`src/rtl/ghr_pkg.sv`:
```
// rtl/ghr_pkg.sv - shared history width default and FSM state encoding for the GHR checkpoint controller
package ghr_pkg;
    localparam int GHR_HIST_W = 14;

    typedef enum logic [1:0] {
        ST_IDLE    = 2'd0,
        ST_RESTORE = 2'd1,
        ST_REPAIR  = 2'd2
    } state_t;
endpackage

```
`src/rtl/ghr_ckpt_ctrl_if.sv`:
```
// rtl/ghr_ckpt_ctrl_if.sv - predict/resolve handshakes and sh_reg control bundle
interface ghr_ckpt_ctrl_if #(
    parameter int HIST_W = 14,
    parameter int PTR_W  = 3
);
    logic              pred_valid;
    logic              pred_taken;
    logic              pred_ready;
    logic              res_valid;
    logic              res_mispredict;
    logic              res_taken;
    logic              res_ready;
    logic [HIST_W-1:0] hist_in;
    logic              sr_wr_en;
    logic              sr_wr_data;
    logic              sr_re_en;
    logic [HIST_W-1:0] sr_re_data;
    logic [PTR_W:0]    inflight;

    modport slave (
        input  pred_valid, pred_taken, res_valid, res_mispredict, res_taken, hist_in,
        output pred_ready, res_ready, sr_wr_en, sr_wr_data, sr_re_en, sr_re_data, inflight
    );

    modport master (
        output pred_valid, pred_taken, res_valid, res_mispredict, res_taken, hist_in,
        input  pred_ready, res_ready, sr_wr_en, sr_wr_data, sr_re_en, sr_re_data, inflight
    );
endinterface

```
`src/rtl/ghr_ckpt_fifo.sv`:
```
// rtl/ghr_ckpt_fifo.sv - in-order checkpoint register file with head/tail/count and synchronous flush
module ghr_ckpt_fifo #(
    parameter int HIST_W = 14,
    parameter int DEPTH  = 8,
    parameter int PTR_W  = 3
) (
    input  logic              clk,
    input  logic              rst_n,
    input  logic              push_i,
    input  logic [HIST_W-1:0] push_data_i,
    input  logic              pop_i,
    input  logic              flush_i,
    output logic [HIST_W-1:0] head_data_o,
    output logic [PTR_W:0]    count_o
);
    logic [HIST_W-1:0] mem_q [DEPTH];
    logic [PTR_W-1:0]  head_q, tail_q;
    logic [PTR_W:0]    count_q;

    // Storage carries no reset; entries are only read below the count.
    always_ff @(posedge clk) begin
        if (push_i) begin
            mem_q[tail_q] <= push_data_i;
        end
    end

    always_ff @(posedge clk or negedge rst_n) begin
        if (!rst_n) begin
            head_q  <= '0;
            tail_q  <= '0;
            count_q <= '0;
        end else if (flush_i) begin
            head_q  <= '0;
            tail_q  <= '0;
            count_q <= '0;
        end else begin
            if (push_i) tail_q <= tail_q + 1'b1;
            if (pop_i)  head_q <= head_q + 1'b1;
            count_q <= count_q + (PTR_W+1)'(push_i) - (PTR_W+1)'(pop_i);
        end
    end

    assign head_data_o = mem_q[head_q];
    assign count_o     = count_q;
endmodule

```
`src/rtl/ghr_ckpt_ctrl.sv`:
```
// rtl/ghr_ckpt_ctrl.sv - speculative GHR shift/checkpoint/repair sequencer for sh_reg
// Optional GHR_CKPT_STATS_EN adds mispredict_cnt and flush_cnt outputs.
module ghr_ckpt_ctrl
    import ghr_pkg::*;
#(
    parameter int HIST_W = GHR_HIST_W,
    parameter int DEPTH  = 8,
    parameter int PTR_W  = 3
) (
    input  logic                clk,
    input  logic                reset,
    ghr_ckpt_ctrl_if.slave      bus
`ifdef GHR_CKPT_STATS_EN
    ,
    output logic [15:0]         mispredict_cnt,
    output logic [15:0]         flush_cnt
`endif
);
    state_t            state_q;
    logic              taken_q;
    logic [HIST_W-1:0] ckpt_q;

    logic [PTR_W:0]    count;
    logic [HIST_W-1:0] head_data;
    logic              empty, full;
    logic              mis, ok, push, flush;
    logic              pred_ready, res_ready;
    logic              wr_en, wr_data, re_en;
    logic [HIST_W-1:0] re_data;

    assign empty = (count == '0);
    assign full  = (count == (PTR_W+1)'(DEPTH));

    // Reset gates the handshakes so nothing is accepted while sh_reg is also held.
    always_comb begin
        pred_ready = 1'b0;
        res_ready  = 1'b0;
        mis        = 1'b0;
        ok         = 1'b0;
        push       = 1'b0;
        flush      = 1'b0;
        wr_en      = 1'b0;
        wr_data    = 1'b0;
        re_en      = 1'b0;
        re_data    = '0;
        if (reset) begin
            case (state_q)
                ST_IDLE: begin
                    res_ready  = !empty;
                    mis        = bus.res_valid && res_ready && bus.res_mispredict;
                    ok         = bus.res_valid && res_ready && !bus.res_mispredict;
                    pred_ready = !full && !mis;
                    push       = bus.pred_valid && pred_ready;
                    wr_en      = push;
                    wr_data    = push && bus.pred_taken;
                end
                ST_RESTORE: begin
                    re_en   = 1'b1;
                    re_data = ckpt_q;
                end
                ST_REPAIR: begin
                    wr_en   = 1'b1;
                    wr_data = taken_q;
                    flush   = 1'b1;
                end
                default: ;
            endcase
        end
    end

    always_ff @(posedge clk or negedge reset) begin
        if (!reset) begin
            state_q <= ST_IDLE;
            taken_q <= 1'b0;
            ckpt_q  <= '0;
        end else begin
            case (state_q)
                ST_IDLE: begin
                    if (mis) begin
                        taken_q <= bus.res_taken;
                        ckpt_q  <= head_data;
                        state_q <= ST_RESTORE;
                    end
                end
                ST_RESTORE: state_q <= ST_REPAIR;
                default:    state_q <= ST_IDLE;
            endcase
        end
    end

    ghr_ckpt_fifo #(
        .HIST_W (HIST_W),
        .DEPTH  (DEPTH),
        .PTR_W  (PTR_W)
    ) u_fifo (
        .clk         (clk),
        .rst_n       (reset),
        .push_i      (push),
        .push_data_i (bus.hist_in),
        .pop_i       (ok),
        .flush_i     (flush),
        .head_data_o (head_data),
        .count_o     (count)
    );

`ifdef GHR_CKPT_STATS_EN
    logic [16:0] flush_sum;
    assign flush_sum = {1'b0, flush_cnt} + 17'(count) - 17'd1;

    always_ff @(posedge clk or negedge reset) begin
        if (!reset) begin
            mispredict_cnt <= '0;
            flush_cnt      <= '0;
        end else if (mis) begin
            if (mispredict_cnt != 16'hFFFF) mispredict_cnt <= mispredict_cnt + 16'd1;
            flush_cnt <= flush_sum[16] ? 16'hFFFF : flush_sum[15:0];
        end
    end
`endif

    assign bus.pred_ready = pred_ready;
    assign bus.res_ready  = res_ready;
    assign bus.sr_wr_en   = wr_en;
    assign bus.sr_wr_data = wr_data;
    assign bus.sr_re_en   = re_en;
    assign bus.sr_re_data = re_data;
    assign bus.inflight   = count;
endmodule

```
`src/flat_wrapper.sv`:
```
// flat-port wrapper written by rule: the top's interface ports become plain ports
module ghr_ckpt_ctrl_flat import ghr_pkg::*;
#(
    parameter int HIST_W = GHR_HIST_W,
    parameter int DEPTH  = 8,
    parameter int PTR_W  = 3
)
  (clk, reset, bus_pred_valid, bus_pred_taken, bus_res_valid, bus_res_mispredict, bus_res_taken, bus_hist_in, bus_pred_ready, bus_res_ready, bus_sr_wr_en, bus_sr_wr_data, bus_sr_re_en, bus_sr_re_data, bus_inflight);
  ghr_ckpt_ctrl_if #(.HIST_W(HIST_W), .PTR_W(PTR_W)) bus_i ();
  input  logic clk;
  input  logic reset;
  input wire logic [$bits(bus_i.pred_valid)-1:0] bus_pred_valid;
  input wire logic [$bits(bus_i.pred_taken)-1:0] bus_pred_taken;
  input wire logic [$bits(bus_i.res_valid)-1:0] bus_res_valid;
  input wire logic [$bits(bus_i.res_mispredict)-1:0] bus_res_mispredict;
  input wire logic [$bits(bus_i.res_taken)-1:0] bus_res_taken;
  input wire logic [$bits(bus_i.hist_in)-1:0] bus_hist_in;
  output wire logic [$bits(bus_i.pred_ready)-1:0] bus_pred_ready;
  output wire logic [$bits(bus_i.res_ready)-1:0] bus_res_ready;
  output wire logic [$bits(bus_i.sr_wr_en)-1:0] bus_sr_wr_en;
  output wire logic [$bits(bus_i.sr_wr_data)-1:0] bus_sr_wr_data;
  output wire logic [$bits(bus_i.sr_re_en)-1:0] bus_sr_re_en;
  output wire logic [$bits(bus_i.sr_re_data)-1:0] bus_sr_re_data;
  output wire logic [$bits(bus_i.inflight)-1:0] bus_inflight;
  assign bus_i.pred_valid = bus_pred_valid;
  assign bus_i.pred_taken = bus_pred_taken;
  assign bus_i.res_valid = bus_res_valid;
  assign bus_i.res_mispredict = bus_res_mispredict;
  assign bus_i.res_taken = bus_res_taken;
  assign bus_i.hist_in = bus_hist_in;
  assign bus_pred_ready = bus_i.pred_ready;
  assign bus_res_ready = bus_i.res_ready;
  assign bus_sr_wr_en = bus_i.sr_wr_en;
  assign bus_sr_wr_data = bus_i.sr_wr_data;
  assign bus_sr_re_en = bus_i.sr_re_en;
  assign bus_sr_re_data = bus_i.sr_re_data;
  assign bus_inflight = bus_i.inflight;
  ghr_ckpt_ctrl #(.HIST_W(HIST_W), .DEPTH(DEPTH), .PTR_W(PTR_W)) u_core (.clk(clk), .reset(reset), .bus(bus_i));
endmodule
```
`config.mk`:
```
export PLATFORM = sky130hd
export DESIGN_NAME = ghr_ckpt_ctrl_flat
export DESIGN_NICKNAME = d
export VERILOG_FILES = /design/src/rtl/ghr_pkg.sv /design/src/rtl/ghr_ckpt_ctrl_if.sv /design/src/rtl/ghr_ckpt_fifo.sv /design/src/rtl/ghr_ckpt_ctrl.sv /design/src/flat_wrapper.sv
export SDC_FILE = /design/constraint.sdc
export NUM_CORES = 1
export LEC_CHECK = 0
export CORE_MARGIN = 8
export CORE_UTILIZATION = 47
export DETAILED_ROUTE_END_ITERATION = 16
export PLACE_DENSITY = 0.63
export SETUP_SLACK_MARGIN = 0.15
export SLEW_MARGIN = 20
export SYNTH_ARGS = -nofsm -noshare
export SYNTH_HDL_FRONTEND = slang
export SYNTH_HIERARCHICAL = 1
export SYNTH_SLANG_ARGS = --single-unit
```
`constraint.sdc`:
```
create_clock -name clk -period 3.6 [get_ports clk]
set_input_delay 0.72 -clock clk [delete_from_list [all_inputs] [get_ports clk]]
set_output_delay 0.72 -clock clk [all_outputs]
set_load 0.03 [all_outputs]
```
Word-level counts from Yosys, hierarchy flattened --
Memories as Yosys holds them, arrays and structs flattened. A register that Yosys moved wholly into a read port is not among the register bits. Cells that the tools add are included.
Word-level totals: register bits after elaboration 13, latch bits 0, memory bits (writable) 112, bits in read-only memories 0, input port bits 21, output and inout bits 23, word-level logic and storage cells 59, memories kept 1
Operators by class: add/sub/neg operators 4, $mul 0, div/mod/pow operators 0, magnitude comparators 0, eq/ne operators 4, shift operators 0, multiplexer cells 29, bitwise gates (word level) 0, reduce and logical (&&, ||, !) cells 16
Memories:
- u_core.u_fifo.mem_q | words 8, bits a word 14, read ports 1, clocked after Yosys merged registers in 1, write ports 1, line ghr_ckpt_fifo.sv:16 | logic [HIST_W-1:0] mem_q [DEPTH];
Operators by type and width (number):
- 14-bit 2-to-1 mux | 2
- 1-bit 2-to-1 mux | 18
- 3-bit 2-to-1 mux | 4
- 3-bit by 1-bit adder with 3-bit output, second input constant | 2
- 1-bit logical AND | 6
- 1-bit logical NOT | 5
- 4-bit by 1-bit adder with 4-bit output | 1
- 4-bit == test, second input constant | 1
- 4-bit logical NOT | 1
- 4-bit 2-to-1 mux | 1
- 1-bit case mux with 2 select lines | 2
- 2-bit case mux with 2 select lines | 1
- 2-bit nonzero test | 2
- 4-bit by 1-bit subtractor with 4-bit output | 1
- 2-bit by 1-bit == test with 1-bit output, second input constant | 1
- 2-bit == test, second input constant | 1
- 2-bit logical NOT | 1
- 2-bit 2-to-1 mux | 1
- 2-bit by 1-bit != test with 1-bit output, second input constant | 1
- 2-bit AND reduction | 1

Logic depth before layout (Yosys ltp) --
Gate-level depths: netlist (run 1).
depth in word-level cells 12, mapped depth 9, gate-level depth less buffers 9

Hierarchy --
The synthesis (run 1) kept the hierarchy.
By module, submodules not included:
- ghr_ckpt_fifo | instances 1, cells each 222, area each 4869.7 um^2, seq. area each 3613.5 um^2
- ghr_ckpt_ctrl | instances 1, cells each 69, area each 857.1 um^2, seq. area each 425.4 um^2

Worst setup path after synthesis (run 1) --
Ideal clock, no wire load.
path kind register -> register, from reg u_core.u_fifo.count_q[1], in the netlist u_core/u_fifo/count_o[1], to mem u_core.u_fifo.mem_q[4][0] (enable), setup time 0.403 ns, arrival time 2.943 ns, required time 3.197 ns, path slack 0.254 ns, stages on the path, launching flop included 6, buffers on the path 0, clock period less this slack 3.346 ns, path through dfrtp_1 -> or3_4 -> or4b_4 -> a21oi_2 -> nand2_1 -> nor3_1
On the way: longest elaborated chain between the ends 11, elaborated cells between the ends (all ways) 13, classes of those cells eq/ne: 1; mux: 4; reduce/logical: 8
RTL lines:
- from (decl) | line ghr_ckpt_fifo.sv:18 | logic [PTR_W:0] count_q;
- from (signal assigned) | line ghr_ckpt_fifo.sv:39 | count_q <= count_q + (PTR_W+1)'(push_i) - (PTR_W+1)'(pop_i);
- 4-bit logical NOT | line ghr_ckpt_ctrl.sv:31 | assign empty = (count == '0);
- 1-bit logical NOT | line ghr_ckpt_ctrl.sv:49 | res_ready = !empty;
- 1-bit logical AND (2 in series) | line ghr_ckpt_ctrl.sv:50 | mis = bus.res_valid && res_ready && bus.res_mispredict;
- 1-bit logical NOT | line ghr_ckpt_ctrl.sv:52 | pred_ready = !full && !mis;
- 1-bit logical AND * | line ghr_ckpt_ctrl.sv:52
- 1-bit logical AND * | line ghr_ckpt_ctrl.sv:53 | push = bus.pred_valid && pred_ready;
- 1-bit 2-to-1 mux * | line ghr_ckpt_ctrl.sv:47 | case (state_q)
- 1-bit 2-to-1 mux * | line ghr_ckpt_ctrl.sv:46 | if (reset) begin
- via u_core.push | line ghr_ckpt_ctrl.sv:26 | logic mis, ok, push, flush;
- 1-bit 2-to-1 mux * | line ghr_ckpt_fifo.sv:22 | if (push_i) begin
- 1-bit 2-to-1 mux (not written as such) * | line ghr_ckpt_fifo.sv:23 | mem_q[tail_q] <= push_data_i;
- to (decl) | line ghr_ckpt_fifo.sv:16
Mark *: on every way through the listed nets, which the timed path passes. The rest lies on a longest branch.

Final worst setup path (run 1) --
from reg u_core.u_fifo.count_q[1], in the netlist u_core/u_fifo/count_o[1], to out bus_sr_wr_en
On the way: longest elaborated chain between the ends 9, elaborated cells between the ends (all ways) 11, classes of those cells eq/ne: 1; mux: 2; reduce/logical: 8
RTL lines:
- 4-bit logical NOT | line ghr_ckpt_ctrl.sv:31
- 1-bit logical NOT | line ghr_ckpt_ctrl.sv:49
- 1-bit logical AND (2 in series) | line ghr_ckpt_ctrl.sv:50
- 1-bit logical NOT | line ghr_ckpt_ctrl.sv:52
- 1-bit logical AND * | line ghr_ckpt_ctrl.sv:52
- 1-bit logical AND * | line ghr_ckpt_ctrl.sv:53
- 1-bit case mux with 2 select lines * | line ghr_ckpt_ctrl.sv:47
- 1-bit 2-to-1 mux * | line ghr_ckpt_ctrl.sv:46
- to (decl) | line flat_wrapper.sv:20 | output wire logic [$bits(bus_i.sr_wr_en)-1:0] bus_sr_wr_en;
Mark *: on every way between the ends. The rest lies on a longest branch, timed or not.

==> results of run 1 <==
[per-stage QoR]
step	worst slack, ps	instances	utilization (%)
final	256	522	59.7
after global routing	180	522	59.7
after CTS	216	522	59.7
after detailed placement	235	490	53.7
after global placement	246	490	53.7
after floorplan	254	291	-
[state kept, by name, indices dropped and copies added, names as in the netlist]
register               flops
u_core/u_fifo/count_o      4
u_core/state_q             2
u_core/u_fifo/mem_q      112
u_core/ckpt_q             14
u_core/taken_q             1
u_core/u_fifo/tail_q       3
u_core/u_fifo/head_q       3
[worst max-delay path by stage]
stage,startpoint,end
floorplan,u_core/u_fifo/count_o[1],u_core/u_fifo/mem_q[4][0]
global placement,bus_pred_valid,bus_sr_wr_data
detailed placement,bus_pred_valid,bus_sr_wr_data
CTS,u_core/u_fifo/count_o[1],bus_sr_wr_en
global route,u_core/u_fifo/count_o[1],bus_sr_wr_en
finish,u_core/u_fifo/count_o[1],bus_sr_wr_en
[metal layers]
metal	global-route usage (%)	share of wire (%)	vias up	routed length, µm
met5	0	0	-	0
met4	7.22	1.8	0	187
met3	4.61	6.0	15	615
met2	21.6	47	60	4840
met1	17.4	45	1437	4660
li1	-	-	1305	-
[timing repair]
action | CTS | global route
gates resized for setup | 1 | 0
setup buffers | 0 | 0
setup endpoints to repair | 1 | 0
[final cells by class]
type | instances | share of cell area [%]
Sequential cell | 139 | 56.5
Multi-Input combinational cell | 133 | 22.3
Timing Repair Buffer | 64 | 8.14
Clock buffer | 17 | 5.95
Clock inverter | 15 | 4.17
Tap cell | 147 | 2.57
Inverter | 7 | 0.368
[Yosys cell counts (all sizes together)]
library cell	n
nor2	15
and3	14
ha	6
clkbuf	5
xnor2	4
nand2	6
nand3	2
nor3b	1
nor2b	3
fa	1
mux2i	2
nor4	1
buf	7
edfxtp	112
xor2	2
mux4	28
and2	1
mux2	29
o2bb2ai	1
or3	2
a21oi	4
a31oi	1
nand2b	4
a21o	1
dfrtp	27
or4b	1
nor3	3
nand4	1
inv	7
[kinds of logic after synthesis]
kind of cell | synth area share, %
AO/OA/AOI/OAI | 0.918
XOR/XNOR | 0.918
adder cells (fa/ha/maj) | 1.66
buffers and inverters | 1.88
flip-flops | 70.5
multiplexers | 18.6
AND/OR/NAND/NOR | 5.53
[worst register-to-register path, cell delays in order, from the launching register on]
cell and delay [ps]:
dfrtp_1 370, nand2b_2 230, or3_4 430, nor3b_1 260, buf_4 190, ha_1 230, inv_1 50, ha_1 170
fa_1 400, nor2b_1 130
[report_power, final]
group	internal [mW]	switching (mW)
Clock	1.50	0.619
Combinational	0.680	0.564
Sequential	1.95	0.157
[layout by cell type (no fill, tap or decap), types with 9 or more instances in the layout]
cell and count:
mux4_2 14, dfrtp_1 27, bufinv_16 9, mux2_4 9
edfxtp_1 112, nor2_1 14, mux2_2 16, clkbuf_16 17
mux4_1 14, clkdlybuf4s50_1 41, buf_4 21, and3_1 14
==> results.json, run 1 <==
{
  "seq_area_um2": 4040,
  "synth_top_area_share_pct": 58.7,
  "pin_count": 44,
  "ant_nets": 0,
  "setup_viol_count_final": 0,
  "status": "finished clean",
  "synth_cells": 291,
  "antenna_found_initial": 0,
  "drt_drc_violations_left": 0,
  "clkSlewWorstSetupHoldPaths_ps": 60,
  "die_h_um": 126,
  "rows": 40,
  "p_leak_nw": 2.62,
  "start_util_pct": 47.9,
  "placed_area_um2": 6420,
  "synth-seq-cells": 139,
  "cellPowerDensity_nw_per_um2": 766,
  "cts_root_buffer": "clkbuf_16",
  "min_path_type": "in -> async",
  "layout-area-overhead-vs-synth_pct": 24.8,
  "crit_path_max_fanout": 5,
  "core_um2": 12000,
  "worst_hold_slack_ps": 371,
  "cts_buffers": 17,
  "cpPeakStageDelay_ps": 690,
  "timing.rr.end": "u_core/u_fifo/count_o[1]",
  "critPathRequiredTime_ps": 2880,
  "critPathTopFamily": "simple AND/OR/NAND/NOR gates",
  "htreeDepth": 4,
  "fin_skew_ps": 7.66,
  "viasPerCell": 5.40,
  "die-width_um": 126,
  "syn_area_um2": 5730,
  "wirelength_um": 10300,
  "grt_pass1_vias": 2937,
  "nNetsFinal": 390,
  "crit_type": "reg -> out",
  "fillers": 905,
  "dieArea_um2": 16000,
  "r2r_slack_ps": 980,
  "post_drt_wl_per_cell_um": 19.7,
  "clkLatencyLatePin_ps": 410,
  "finish.instance_area_um2": 7140,
  "ctsHoldBuffers": 0,
  "crit_cells": 4,
  "timing.final.crit_share_pct": 92.9,
  "grt_max_degree": 43,
  "cts_tree": "built",
  "clkSinkCount": 139,
  "yosysTopAreaCell": "edfxtp_1",
  "netlist_top_cells_area": "edfxtp_1 59%, dfrtp_1 12%, mux4_1 6.4%, mux4_2 5.5%, mux2_2 3.1%",
  "multi_input_area_um2": 1590,
  "period_minus_slack_ps": 3340,
  "path_buf_inv": 1,
  "max_slew_margin_pct": 31.5,
  "drt_iter0_markers": 191,
  "port_buffers": 43,
  "drv_cap": 0,
  "final_max_slew_viol_count": 0,
  "tns_ps": 0,
  "reg2reg_from": "u_core/state_q[0]",
  "ys_seq_area_share_pct": 70.5,
  "crit_slowest_cell": "clkdlybuf4s50_1",
  "rsz0062_at_grt": "false",
  "drive_above_1_share_pct": 25.9,
  "cp-end-kind": "output pin",
  "synthesis.nets": 319,
  "syn_avg_cell_area_um2": 19.7,
  "path_cells": "or3_4 > or4b_4 > a31oi_1 > clkdlybuf4s50_1",
  "firstDrtPassIters": 4,
  "vias": 2817,
  "worstPathArrival_ps": 2620,
  "timing.fmax_mhz": 299,
  "hold_viol": 0,
  "reg2reg_depth": 9,
  "worstMarginPinSlew_ps": 1030,
  "place.gp.congestion": 0.724,
  "grt_pass1_wl_um": 16500,
  "critPathLaunchType": "flop",
  "power_mw": 5.47,
  "grt-ovfl-total": 0,
  "synth_warnings": 6,
  "clockBufferDepth": 2,
  "groute.usage.overall_pct": 14.0,
  "yosysUniqueCellTypes": 37,
  "irDropWorstVdd_v": 0.000361,
  "antennaDiodeCount": 0,
  "dpl.hpwl_um": 6550
}
Power figures use the tool's default switching activity.
==> run 2, diff against run 1 <==
--- a/config.mk
+++ b/config.mk
@@ -6,9 +6,11 @@
 export NUM_CORES = 1
 export LEC_CHECK = 0
 export CORE_MARGIN = 8
-export CORE_UTILIZATION = 47
+export CORE_UTILIZATION = 45
 export DETAILED_ROUTE_END_ITERATION = 16
-export PLACE_DENSITY = 0.63
+export DONT_BUFFER_PORTS = 1
+export MAX_ROUTING_LAYER = met4
+export PLACE_DENSITY = 0.57
 export SETUP_SLACK_MARGIN = 0.15
 export SLEW_MARGIN = 20
 export SYNTH_ARGS = -nofsm -noshare
==> results.json, run 2 (same netlist as run 1, synthesis figures left out) <==
{
  "layout-area-overhead-vs-synth_pct": 13.7,
  "min_path_type": "in -> async",
  "irDropWorstVdd_v": 0.000317,
  "final_cell_mix": "112 x edfxtp_1, 27 x dfrtp_1, 17 x clkbuf_16, 17 x buf_4, 16 x mux2_2",
  "firstDrtPassIters": 4,
  "nNetsFinal": 344,
  "wirelength_um": 10200,
  "die-width_um": 129,
  "fin_skew_ps": 6.02,
  "path_cells": "or3_4 > or4b_4 > a21oi_2 > o2bb2ai_2",
  "status": "finished clean",
  "critPathLaunchType": "flop",
  "final_max_slew_viol_count": 0,
  "cp-end-kind": "output pin",
  "antennaDiodeCount": 0,
  "max_slew_margin_pct": 34.3,
  "rows": 41,
  "drive_above_1_share_pct": 26.7,
  "grt_pass1_wl_um": 15700,
  "tns_ps": 0,
  "clkLatencyLatePin_ps": 410,
  "core_um2": 12500,
  "drt_drc_violations_left": 0,
  "worstPathArrival_ps": 2590,
  "cts_tree": "built",
  "crit_slowest_cell": "or4b_4",
  "p_leak_nw": 2.32,
  "cellPowerDensity_nw_per_um2": 725,
  "clkSlewWorstSetupHoldPaths_ps": 60,
  "vias": 2632,
  "drv_cap": 0,
  "hold_viol": 0,
  "p_sw_share_pct": 27.8,
  "worstMarginPinSlew_ps": 986,
  "power_mw": 4.72,
  "rsz0062_at_grt": "false",
  "grt-ovfl-total": 0,
  "viasPerCell": 5.25,
  "drt_iter0_markers": 136,
  "layout_commonest_cell": "edfxtp_1",
  "pin_count": 44,
  "cpPeakStageDelay_ps": 530,
  "grt_pass1_vias": 2786,
  "port_buffers": 0,
  "met2_usage_pct": 19.4,
  "ant_nets": 0,
  "grt_util_met1_pct": 16.8,
  "finish.instance_area_um2": 6510,
  "clkPwrFrac_pct": 31.1,
  "antenna_found_initial": 0,
  "critPathRequiredTime_ps": 2880,
  "start_util_pct": 45.8,
  "r2r_slack_ps": 720,
  "power_frac_seq_pct": 45.8,
  "top_register": "u_core/u_fifo/mem_q",
  "p_int_mw": 3.41,
  "groute.usage.overall_pct": 13.5,
  "fin_cells": 501,
  "place.gp.congestion": 0.750,
  "reg2reg_from": "u_core/u_fifo/count_o[1]",
  "post_cts_buffers": 0,
  "timing.fmax_mhz": 302,
  "crit_type": "reg -> out",
  "crit_path_max_fanout": 7,
  "clockBufferDepth": 2,
  "grt_max_degree": 31,
  "netSwitchingPower_mw": 1.31,
  "die_h_um": 129,
  "setup_viol_count_final": 0,
  "grtUsageMet3_pct": 4.63,
  "clkSinkCount": 139,
  "reg2reg_depth": 6,
  "timing.rr.end": "u_core/u_fifo/count_o[1]",
  "period_minus_slack_ps": 3310,
  "cts_buffers": 17,
  "dpl.hpwl_um": 6460,
  "comb_power_share_pct": 23.1,
  "placed_area_um2": 6000,
  "htreeDepth": 4,
  "dieArea_um2": 16600,
  "cts_root_buffer": "clkbuf_16",
  "largest_register_ffs": 112,
  "grt.busiest_layer": "met2",
  "place_inst": 468,
  "timing.final.crit_share_pct": 92.0,
  "post_drt_wl_per_cell_um": 20.3
}
-- run 2: cell count changes in the layout (fill, tap and decap cells not counted) --
cell | previous run | this run
clkinv_1 | 5 | 6
buf_4 | 21 | 17
clkinvlp_4 | 0 | 3
clkbuf_1 | 0 | 4
dlygate4sd2_1 | 1 | 0
bufinv_16 | 9 | 0
buf_12 | 0 | 1
clkdlybuf4s50_1 | 41 | 0
clkinv_2 | 0 | 2
inv_6 | 1 | 0
clkbuf_2 | 1 | 0
-- run 2: what timing repair did --
| item | CTS | global route |
|---|---|---|
| gates resized for setup | 0 | 0 |
| hold buffers | 1 | 0 |
| endpoints found under the hold margin | 27 | 0 |
-- run 2: how the worst max path moves through the flow --
| stage | startpoint | slack, ps | endpoint |
|---|---|---|---|
| 2_1_floorplan | u_core/u_fifo/count_o[1] | 250 | u_core/u_fifo/mem_q[4][0] |
| 3_3_place_gp | u_core/u_fifo/count_o[1] | 720 | bus_sr_wr_data |
| 3_5_place_dp | u_core/u_fifo/count_o[1] | 690 | bus_sr_wr_data |
| 4_1_cts | u_core/u_fifo/count_o[1] | 240 | bus_sr_wr_data |
| 5_1_grt | u_core/u_fifo/count_o[1] | 160 | bus_sr_wr_data |
| 6_report | u_core/u_fifo/count_o[1] | 290 | bus_sr_wr_data |
-- run 2: critical path, delay by kind of cell, from the launching register on --
kind / cells / cell delay (ps)
and+or+nand+nor: 2 / 980
AOI/OAI and AO/OA: 2 / 670
DFF: 1 / 520
-- run 2: cell type report --
class	instances	area, µm²
clock buffer	21	440
clock inverter	11	55.1
fill	1056	6000
inverter	7	26.3
multi-input combinational	133	1590
sequential	139	4040
tap	172	215
timing repair buffer	18	148
-- run 2: power by group through the flow --
| stage | sequential [mW] | combinational, mW | clock [mW] |
|---|---|---|---|
| 2_1_floorplan | 2.11 | 0.941 | 0 |
| 3_3_place_gp | 2.19 | 1.10 | 0 |
| 3_5_place_dp | 2.20 | 1.11 | 0 |
| 4_1_cts | 2.17 | 1.12 | 1.50 |
| 5_1_grt | 2.20 | 1.20 | 1.56 |
| 6_report | 2.17 | 1.09 | 1.47 |
-- run 2: stage by stage --
| stage | utilization [%] | hold WS (ps) | setup WS, ps |
|---|---|---|---|
| after global routing | 52.0 | 112 | 161 |
| final | 52.0 | 120 | 289 |
| after CTS | 52.0 | 105 | 241 |
| after floorplan | - | 424 | 254 |
| after detailed placement | 47.9 | 425 | 694 |
| after global placement | 47.9 | 425 | 722 |
-- run 2: metal layers --
metal / vias to the layer above / part of all wire [%]
met3: 20 / 6.6
met1: 1340 / 46
li1: 1210 / -
met5: - / 0
met2: 62 / 45
met4: 0 / 2.4
==> run 3, diff against run 2 <==
--- a/config.mk
+++ b/config.mk
@@ -5,6 +5,7 @@
 export SDC_FILE = /design/constraint.sdc
 export NUM_CORES = 1
 export LEC_CHECK = 0
+export CAP_MARGIN = 10
 export CORE_MARGIN = 8
 export CORE_UTILIZATION = 45
 export DETAILED_ROUTE_END_ITERATION = 16
==> results of run 3 <==
No change in the layout: final DEF, timing and power equal those of run 2.
